==> src/rtl/jogo_pkg.sv <==
// Shared definitions for the game timing stage.
// Mode encodings and default interval lengths.
package jogo_pkg;

    typedef enum logic [1:0] {
        OCIOSO       = 2'd0,
        CONTA_ON     = 2'd1,
        CONTA_OFF    = 2'd2,
        CONTA_ESPERA = 2'd3
    } modo_t;

    localparam int LEDS_ON_CICLOS  = 500;
    localparam int LEDS_OFF_CICLOS = 250;
    localparam int TIMEOUT_CICLOS  = 5000;
    localparam int N_BOTOES        = 4;

    function automatic int maxDe3(input int a, input int b, input int c);
        int m;
        m = (a > b) ? a : b;
        return (m > c) ? m : c;
    endfunction

endpackage

==> src/rtl/detector_jogada.sv <==
// Button synchroniser, press edge detector and play capture.
// A press is a rising edge of the OR of the synchronised buttons.
module detector_jogada
    import jogo_pkg::*;
#(
    parameter int N_BOTOES = jogo_pkg::N_BOTOES
) (
    input  logic                clock,
    input  logic                reset,
    input  logic                habilita,
    input  logic [N_BOTOES-1:0] botoes,
    output logic                tem_jogada,
    output logic [N_BOTOES-1:0] jogada
);

    logic [N_BOTOES-1:0] sync1;
    logic [N_BOTOES-1:0] sync2;
    logic                anterior;
    logic                pressao;

    assign pressao = (|sync2) & ~anterior;

    // Two-flop synchroniser and previous-OR register.
    always_ff @(posedge clock or posedge reset) begin
        if (reset) begin
            sync1    <= '0;
            sync2    <= '0;
            anterior <= 1'b0;
        end else begin
            sync1    <= botoes;
            sync2    <= sync1;
            anterior <= |sync2;
        end
    end

    // Accept a press only while enabled; hold the captured vector.
    always_ff @(posedge clock or posedge reset) begin
        if (reset) begin
            tem_jogada <= 1'b0;
            jogada     <= '0;
        end else begin
            tem_jogada <= pressao & habilita;
            if (pressao && habilita) begin
                jogada <= sync2;
            end
        end
    end

endmodule

==> src/rtl/temporizador_jogo.sv <==
// Interval timer and input capture for the game control unit.
// Mode follows the requested state; count restarts on any change.
module temporizador_jogo
    import jogo_pkg::*;
#(
    parameter int LEDS_ON_CICLOS  = jogo_pkg::LEDS_ON_CICLOS,
    parameter int LEDS_OFF_CICLOS = jogo_pkg::LEDS_OFF_CICLOS,
    parameter int TIMEOUT_CICLOS  = jogo_pkg::TIMEOUT_CICLOS,
    parameter int N_BOTOES        = jogo_pkg::N_BOTOES
) (
    input  logic                clock,
    input  logic                reset,
    input  logic                estado_ledsOn,
    input  logic                estado_ledsOff,
    input  logic                estado_espera,
    input  logic [N_BOTOES-1:0] botoes,
    output logic                fimLedsOn,
    output logic                fimLedsOff,
    output logic                timeout,
    output logic                tem_jogada,
    output logic [N_BOTOES-1:0] jogada,
    output logic [1:0]          db_modo
);

    localparam int MAX_LIM =
        maxDe3(LEDS_ON_CICLOS, LEDS_OFF_CICLOS, TIMEOUT_CICLOS);
    localparam int CW = (MAX_LIM > 1) ? $clog2(MAX_LIM) : 1;

    localparam logic [CW-1:0] FIM_ON  = CW'(LEDS_ON_CICLOS - 1);
    localparam logic [CW-1:0] FIM_OFF = CW'(LEDS_OFF_CICLOS - 1);
    localparam logic [CW-1:0] FIM_ESP = CW'(TIMEOUT_CICLOS - 1);

    modo_t         modo;
    modo_t         modoProx;
    modo_t         mReq;
    logic [CW-1:0] cont;
    logic [CW-1:0] contProx;
    logic [CW-1:0] limAtual;

    // Requested mode, LED-on has highest priority.
    always_comb begin
        mReq = OCIOSO;
        if (estado_ledsOn) begin
            mReq = CONTA_ON;
        end else if (estado_ledsOff) begin
            mReq = CONTA_OFF;
        end else if (estado_espera) begin
            mReq = CONTA_ESPERA;
        end
    end

    // Saturation point of the count for the current mode.
    always_comb begin
        limAtual = '0;
        case (modo)
            CONTA_ON:     limAtual = FIM_ON;
            CONTA_OFF:    limAtual = FIM_OFF;
            CONTA_ESPERA: limAtual = FIM_ESP;
            default:      limAtual = '0;
        endcase
    end

    // Next mode and count: reload on change, else saturating count.
    always_comb begin
        modoProx = modo;
        contProx = cont;
        if (mReq != modo) begin
            modoProx = mReq;
            contProx = '0;
        end else if (modo != OCIOSO && cont != limAtual) begin
            contProx = cont + 1'b1;
        end
    end

    // Mode and count registers.
    always_ff @(posedge clock or posedge reset) begin
        if (reset) begin
            modo <= OCIOSO;
            cont <= '0;
        end else begin
            modo <= modoProx;
            cont <= contProx;
        end
    end

    assign fimLedsOn  = (modo == CONTA_ON) && (mReq == CONTA_ON)
                     && (cont == FIM_ON);
    assign fimLedsOff = (modo == CONTA_OFF) && (mReq == CONTA_OFF)
                     && (cont == FIM_OFF);
    assign timeout    = (modo == CONTA_ESPERA)
                     && (mReq == CONTA_ESPERA)
                     && (cont == FIM_ESP);
    assign db_modo    = modo;

    detector_jogada #(
        .N_BOTOES (N_BOTOES)
    ) uDetector (
        .clock      (clock),
        .reset      (reset),
        .habilita   (estado_espera),
        .botoes     (botoes),
        .tem_jogada (tem_jogada),
        .jogada     (jogada)
    );

endmodule

==> config.mk <==
export PLATFORM = sky130hd
export DESIGN_NAME = temporizador_jogo
export DESIGN_NICKNAME = d
export VERILOG_FILES = /design/src/rtl/jogo_pkg.sv /design/src/rtl/detector_jogada.sv /design/src/rtl/temporizador_jogo.sv
export SDC_FILE = /design/constraint.sdc
export NUM_CORES = 1
export LEC_CHECK = 0
export ABC_AREA = 1
export CAP_MARGIN = 5
export CORE_UTILIZATION = 58
export CTS_BUF_LIST = sky130_fd_sc_hd__clkbuf_4
export DETAILED_ROUTE_END_ITERATION = 7
export PLACE_DENSITY = 0.91
export RECOVER_POWER = 25
export SETUP_SLACK_MARGIN = 0.3
export SLEW_MARGIN = 20
export SYNTH_ARGS = -nofsm -noshare
export SYNTH_HDL_FRONTEND = slang
export SYNTH_SLANG_ARGS = --single-unit
export TNS_END_PERCENT = 20
==> constraint.sdc <==
create_clock -name clock -period 2.06 [get_ports clock]
set_input_delay 0.309 -clock clock [delete_from_list [all_inputs] [get_ports clock]]
set_output_delay 0.309 -clock clock [all_outputs]
set_load 0.01 [all_outputs]
# [Yosys cells after proc, flatten, opt, wreduce, memory -nomap -nowiden]
# Index checks and enable logic that the tools add are counted.
[totals] register_bits=29 in_bits=9 output_inout_bits=10 word_cells=39
[op_classes] n_addsub=1 n_eq_ne=11 muxes=6 bitwise=3 n_reduce_logical=11
[ops] operator="$pmux W13 S3" n=1
[ops] operator="$mux W13" n=2
[ops] operator="$add A13 B1 Y13 const B" n=1
[ops] operator="$eq A13 B13 Y1 const B" n=1
[ops] operator="$eq A13 B8 Y1 const B" n=1
[ops] operator="$eq A13 B9 Y1 const B" n=1
[ops] operator="$ne A13 B13 Y1" n=1
[ops] operator="$eq A2 B2 Y1 const B" n=4
[ops] operator="$logic_and A1 B1 Y1" n=8
[ops] operator="$mux W2" n=3
[ops] operator="$eq A2 B1 Y1 const B" n=2
[ops] operator="$reduce_bool A2 Y1" n=2
[ops] operator="$reduce_or A4 Y1" n=1
[ops] operator="$and A1 B1 Y1" n=2
[ops] operator="$ne A2 B2 Y1" n=1
[ops] operator="$not A1 Y1" n=1

# [Logic depth before layout (Yosys ltp)]
[depth] depth_word=6 mapped_depth=13 depth_no_buf=12

# [Cells and area by module]
# Synthesis repeated with hierarchy kept, for this count alone.
[unflattened] hier_cells=235 area_unflattened_um2=1803.0
[by_module_without_submodules] module="temporizador_jogo" instances=1 cells_each=201 area_per_inst_um2=1357.6
[by_module_without_submodules] module="detector_jogada" instances=1 cells_each=34 area_per_inst_um2=445.4

# [Worst setup path before layout]
# Ideal clock, no wire load.
[synth_path] path_type="register -> register" from="register modo[0], in the netlist db_modo[0]" to="register cont[7]" arrival_time_ns=1.582 t_required_ns=1.942 slack_ns=0.360 path_stages_with_launch=12 n_path_buf=1 synth_period_minus_slack_ns=1.700 cell_sequence="dfrtp_1 inv_1 ha_1 nor2_1 nand2_1 nand2_1 nand2_2 nor2_4 nand3_4 buf_2 nand4_1 nand2_1"
[synth_via] elab_chain_cells=5 elab_cells_between_ends=10
[synth_lines] element="start: declaration" line="temporizador_jogo.sv:33" text="modo_t modo;"
[synth_lines] element="start signal: assignment" line="temporizador_jogo.sv:81" text="modo <= modoProx;"
[synth_lines] element="$eq A2 B2 Y1 or $eq A2 B1 Y1 (tied branches)" line="temporizador_jogo.sv:55" text="case (modo)"
[synth_lines] element="$pmux W13 S3" line="temporizador_jogo.sv:55"
[synth_lines] element="$ne A13 B13 Y1" line="temporizador_jogo.sv:70" text="end else if (modo != OCIOSO && cont != limAtual) begin"
[synth_lines] element="$logic_and A1 B1 Y1" line="temporizador_jogo.sv:70"
[synth_lines] element="$reduce_bool A2 Y1 (no line)"
[synth_lines] element="end signal: assignment" line="temporizador_jogo.sv:82" text="cont <= contProx;"
[synth_lines] element="end: declaration" line="temporizador_jogo.sv:36" text="logic [CW-1:0] cont;"
# Several ways; a longest one is shown, not always the timed one.
# A chain may end at the register's enable or synchronous reset.

# [Worst setup path in the final report]
# Same ends and word-level chain as after synthesis.

==> impl_results.md <==
* Status: finished clean
* Post-route cell area at 2370 um2
* CP Capture Type: flip-flop
* Syn Area/Cell at 7.57 um2
* Worst-Margin Slew at 0.755 ns
* DP Wirelength at 2740 um
* Final Util at 0.836
* Synthesized flop and latch total at 29
* Max Transition Viols Final at 0
* Most common cell after layout, fill and taps aside: nand2_1
* Clock buffer depth at 2
* Core area at 2830 um2
* Yosys warns at 0
* CP max stage cell: dfrtp_1
* Final wirelength at 5960 um
* Area Growth Syn to Fin at 34.1%
* Clock tree from TritonCTS: built
* Clock root cell: clkbuf_4
* Worst-path cell chain: buf_6 -> buf_12 -> ha_4 -> inv_1 -> nand2_1 -> nand2_2 -> xor2_2 -> nand3_2 -> nand4_1 -> nand2_1
* Seq/Total Area, Yosys at 0.411
* Syn Inst Count at 233
* Sink Count at 29
* Post-Synthesis Cell Area at 1760 um2
* Std cell rows at 19
* Critical Path Most Common Cell: nand2_1
* Number of fill cells at 144
* Hold depth at 0
* Crit path launch type: flip-flop
* First-pass GRT wire length at 7890 um
* Initial antenna violation count at 0
* Port bufs at 18
* ANT cells at 0
* # setup viols final at 0
* Final Skew at 0.0161 ns
* Leakage at 1.23 nW
* Worst r2r src: db_modo[0]$_DFFE_PP0N_
* Initial Util at 0.624
* Final hold vios at 0
* Tightest Hold Check Type: reg -> reg
* Crit path kind: reg -> reg
* Critical Path RT at 2.28 ns
* Placed cell area at 2040 um2
* Worst rel slew slack at 0.496
* Die Width at 57.2 um
* Largest net degree at the start of global routing at 30
* R2r setup slk at 0.002 ns
* Layout Nets at 292
* Vias in the first global route at 1685
* RR Endpoint: cont[7]$_DFFE_PP0P_
* Gr ovfl total at 0
* RePlAce Congestion at 0.853
* CTS buffer count at 5
* WHS Endpoint: uDetector.sync2[2]$_DFF_PP0_
* H-Tree Depth at 2
* Clk Latency, worst-skew pair at 0.33 ns
* DRC at 0
* FF-to-FF path depth at 10
* Iteration-0 DRC Markers at 278
* TritonRoute pass-1 iters at 5
* Final clock period utilization by the worst path at 0.999
* Final min period at 2.06 ns
* Pwr Density at 597 nW/um2
* VDD IR max at 0.539 mV
* Final ANT Viol Nets at 0
* Synth Net Count at 249
* Overall Global Routing Usage at 0.327
* Crit path DAT at 2.27 ns
* Hold buffers post-CTS at 0
* Routed vias at 1981
* Layout cell share with drive strength beyond 1 at 0.256
* Synth unique cells at 25
* Post-DR vias/cell at 6.43
* MaxCap Viol Count at 0
* # IOs at 19
* Die Area at 3270 um2
* Critical path fanouts, max at 7
* Clock slew at reported path FFs at 0.11 ns
* Unrepaired setup endpoints after global routing: true
* Average wire per standard cell at 19.4 um
* Crit path largest cell delay at 0.43 ns
* Commonest non-fill, non-tap cells in the layout: nand2_1 (56), inv_1 (34), dfrtp_1 (29)
* Hold Startpoint: uDetector.sync1[2]$_DFF_PP0_
* Fmax at 486 MHz
* Die H at 57.2 um
==> metrics by stage <==
step | TNS [ns] | power [W] | instances | setup slack (ns) | hold slack (ns)
after global routing | -0.847 | 0.00146 | 308 | -0.0783 | 0.368
after floorplan | 0 | 0.000758 | 233 | 0.360 | 0.331
after CTS | 0 | 0.00135 | 305 | 0.154 | 0.358
final | 0 | 0.00141 | 308 | 0.00224 | 0.357
after global placement | -0.0228 | 0.000847 | 287 | -0.0136 | 0.332
after detailed placement | -0.0986 | 0.000856 | 287 | -0.0824 | 0.337
==> power by group <==
group          internal (W)  leakage [nW]  switching [W]  total (W)
sequential         0.000600         0.371      0.0000193   0.000620
clock              0.000251        0.0389       0.000218   0.000469
combinational      0.000136         0.818       0.000187   0.000323
total              0.000988          1.23       0.000424    0.00141
==> routing by layer <==
layer	global-route usage	part of all wire
met4	0.181	0.082
met5	0	0
met2	0.518	0.45
met1	0.422	0.35
met3	0.0680	0.12
==> cell type report <==
| cell class | instances | area, um2 | area share |
|---|---|---|---|
| multi-input cells | 153 | 966 | 0.408 |
| clock inverters | 3 | 41.3 | 0.0175 |
| repair buffers | 42 | 375 | 0.159 |
| inverters | 45 | 181 | 0.0767 |
| flip-flops and latches | 29 | 726 | 0.307 |
| well taps | 31 | 38.8 | 0.0164 |
| clock buffers | 5 | 37.5 | 0.0159 |
==> logic make-up after synthesis <==
group | Yosys count | share of synthesized area
AND/OR/NAND/NOR | 129 | 0.351
buffers and inverters | 53 | 0.124
flip-flops | 29 | 0.411
XOR/XNOR | 9 | 0.0447
adder cells (fa/ha/maj) | 7 | 0.0496
AO/OA/AOI/OAI | 6 | 0.0191
==> Yosys cell counts <==
master,number,share of area
nand2_1,59,0.13
nor3_1,1,0.0028
nand2_2,2,0.0071
nand2_4,1,0.0064
xor2_1,6,0.030
inv_1,40,0.085
inv_2,4,0.0085
buf_4,2,0.0085
o21ai_2,1,0.0050
nor2_4,2,0.013
ha_1,7,0.050
nor4_1,2,0.0071
nand3_1,24,0.068
nand3_4,1,0.0099
buf_1,1,0.0021
buf_6,1,0.0064
clkinv_1,1,0.0021
o21ai_0,4,0.011
nand4_1,21,0.074
dfrtp_1,29,0.41
nor2_1,14,0.030
buf_2,4,0.011
nor2_2,2,0.0071
xnor2_1,3,0.015
o21ai_1,1,0.0028
==> repair_timing <==
item | CTS | global route
pin swaps | 3 | 7
gates resized for setup | 32 | 15
endpoints found under the setup margin | 16 | 18
buffers inserted | 10 | 1
cloned | 0 | 2
==> registers in the layout, summed over array words and instances, names as in the netlist <==
signal                cells
uDetector.anterior        1
db_modo                   2
uDetector.tem_jogada      1
cont                     13
uDetector.sync2           4
uDetector.sync1           4
uDetector.jogada          4
==> critical path: cells and delay by family (launching register included) <==
| kind | cells | cell delay (ns) |
|---|---|---|
| xor gates and xnor gates | 1 | 0.32 |
| DFF | 1 | 0.43 |
| buffers and inverters | 3 | 0.33 |
| and+or+nand+nor | 5 | 0.70 |
| adders and majority gates | 1 | 0.15 |
==> worst max-delay path by stage <==
stage                                       from                  end  slack (ns)  cells past startpoint
after global routing      db_modo[0]$_DFFE_PP0N_  cont[1]$_DFFE_PP0P_       -0.08                     11
after CTS                 db_modo[0]$_DFFE_PP0N_           fimLedsOff        0.15                      6
final                     db_modo[0]$_DFFE_PP0N_  cont[7]$_DFFE_PP0P_       0.002                     10
after detailed placement           estado_ledsOn           fimLedsOff       -0.08                      5
after global placement             estado_ledsOn              timeout       -0.01                      5
after floorplan           db_modo[0]$_DFFE_PP0N_  cont[7]$_DFFE_PP0P_        0.36                     11
Power figures use the tool's default switching activity.
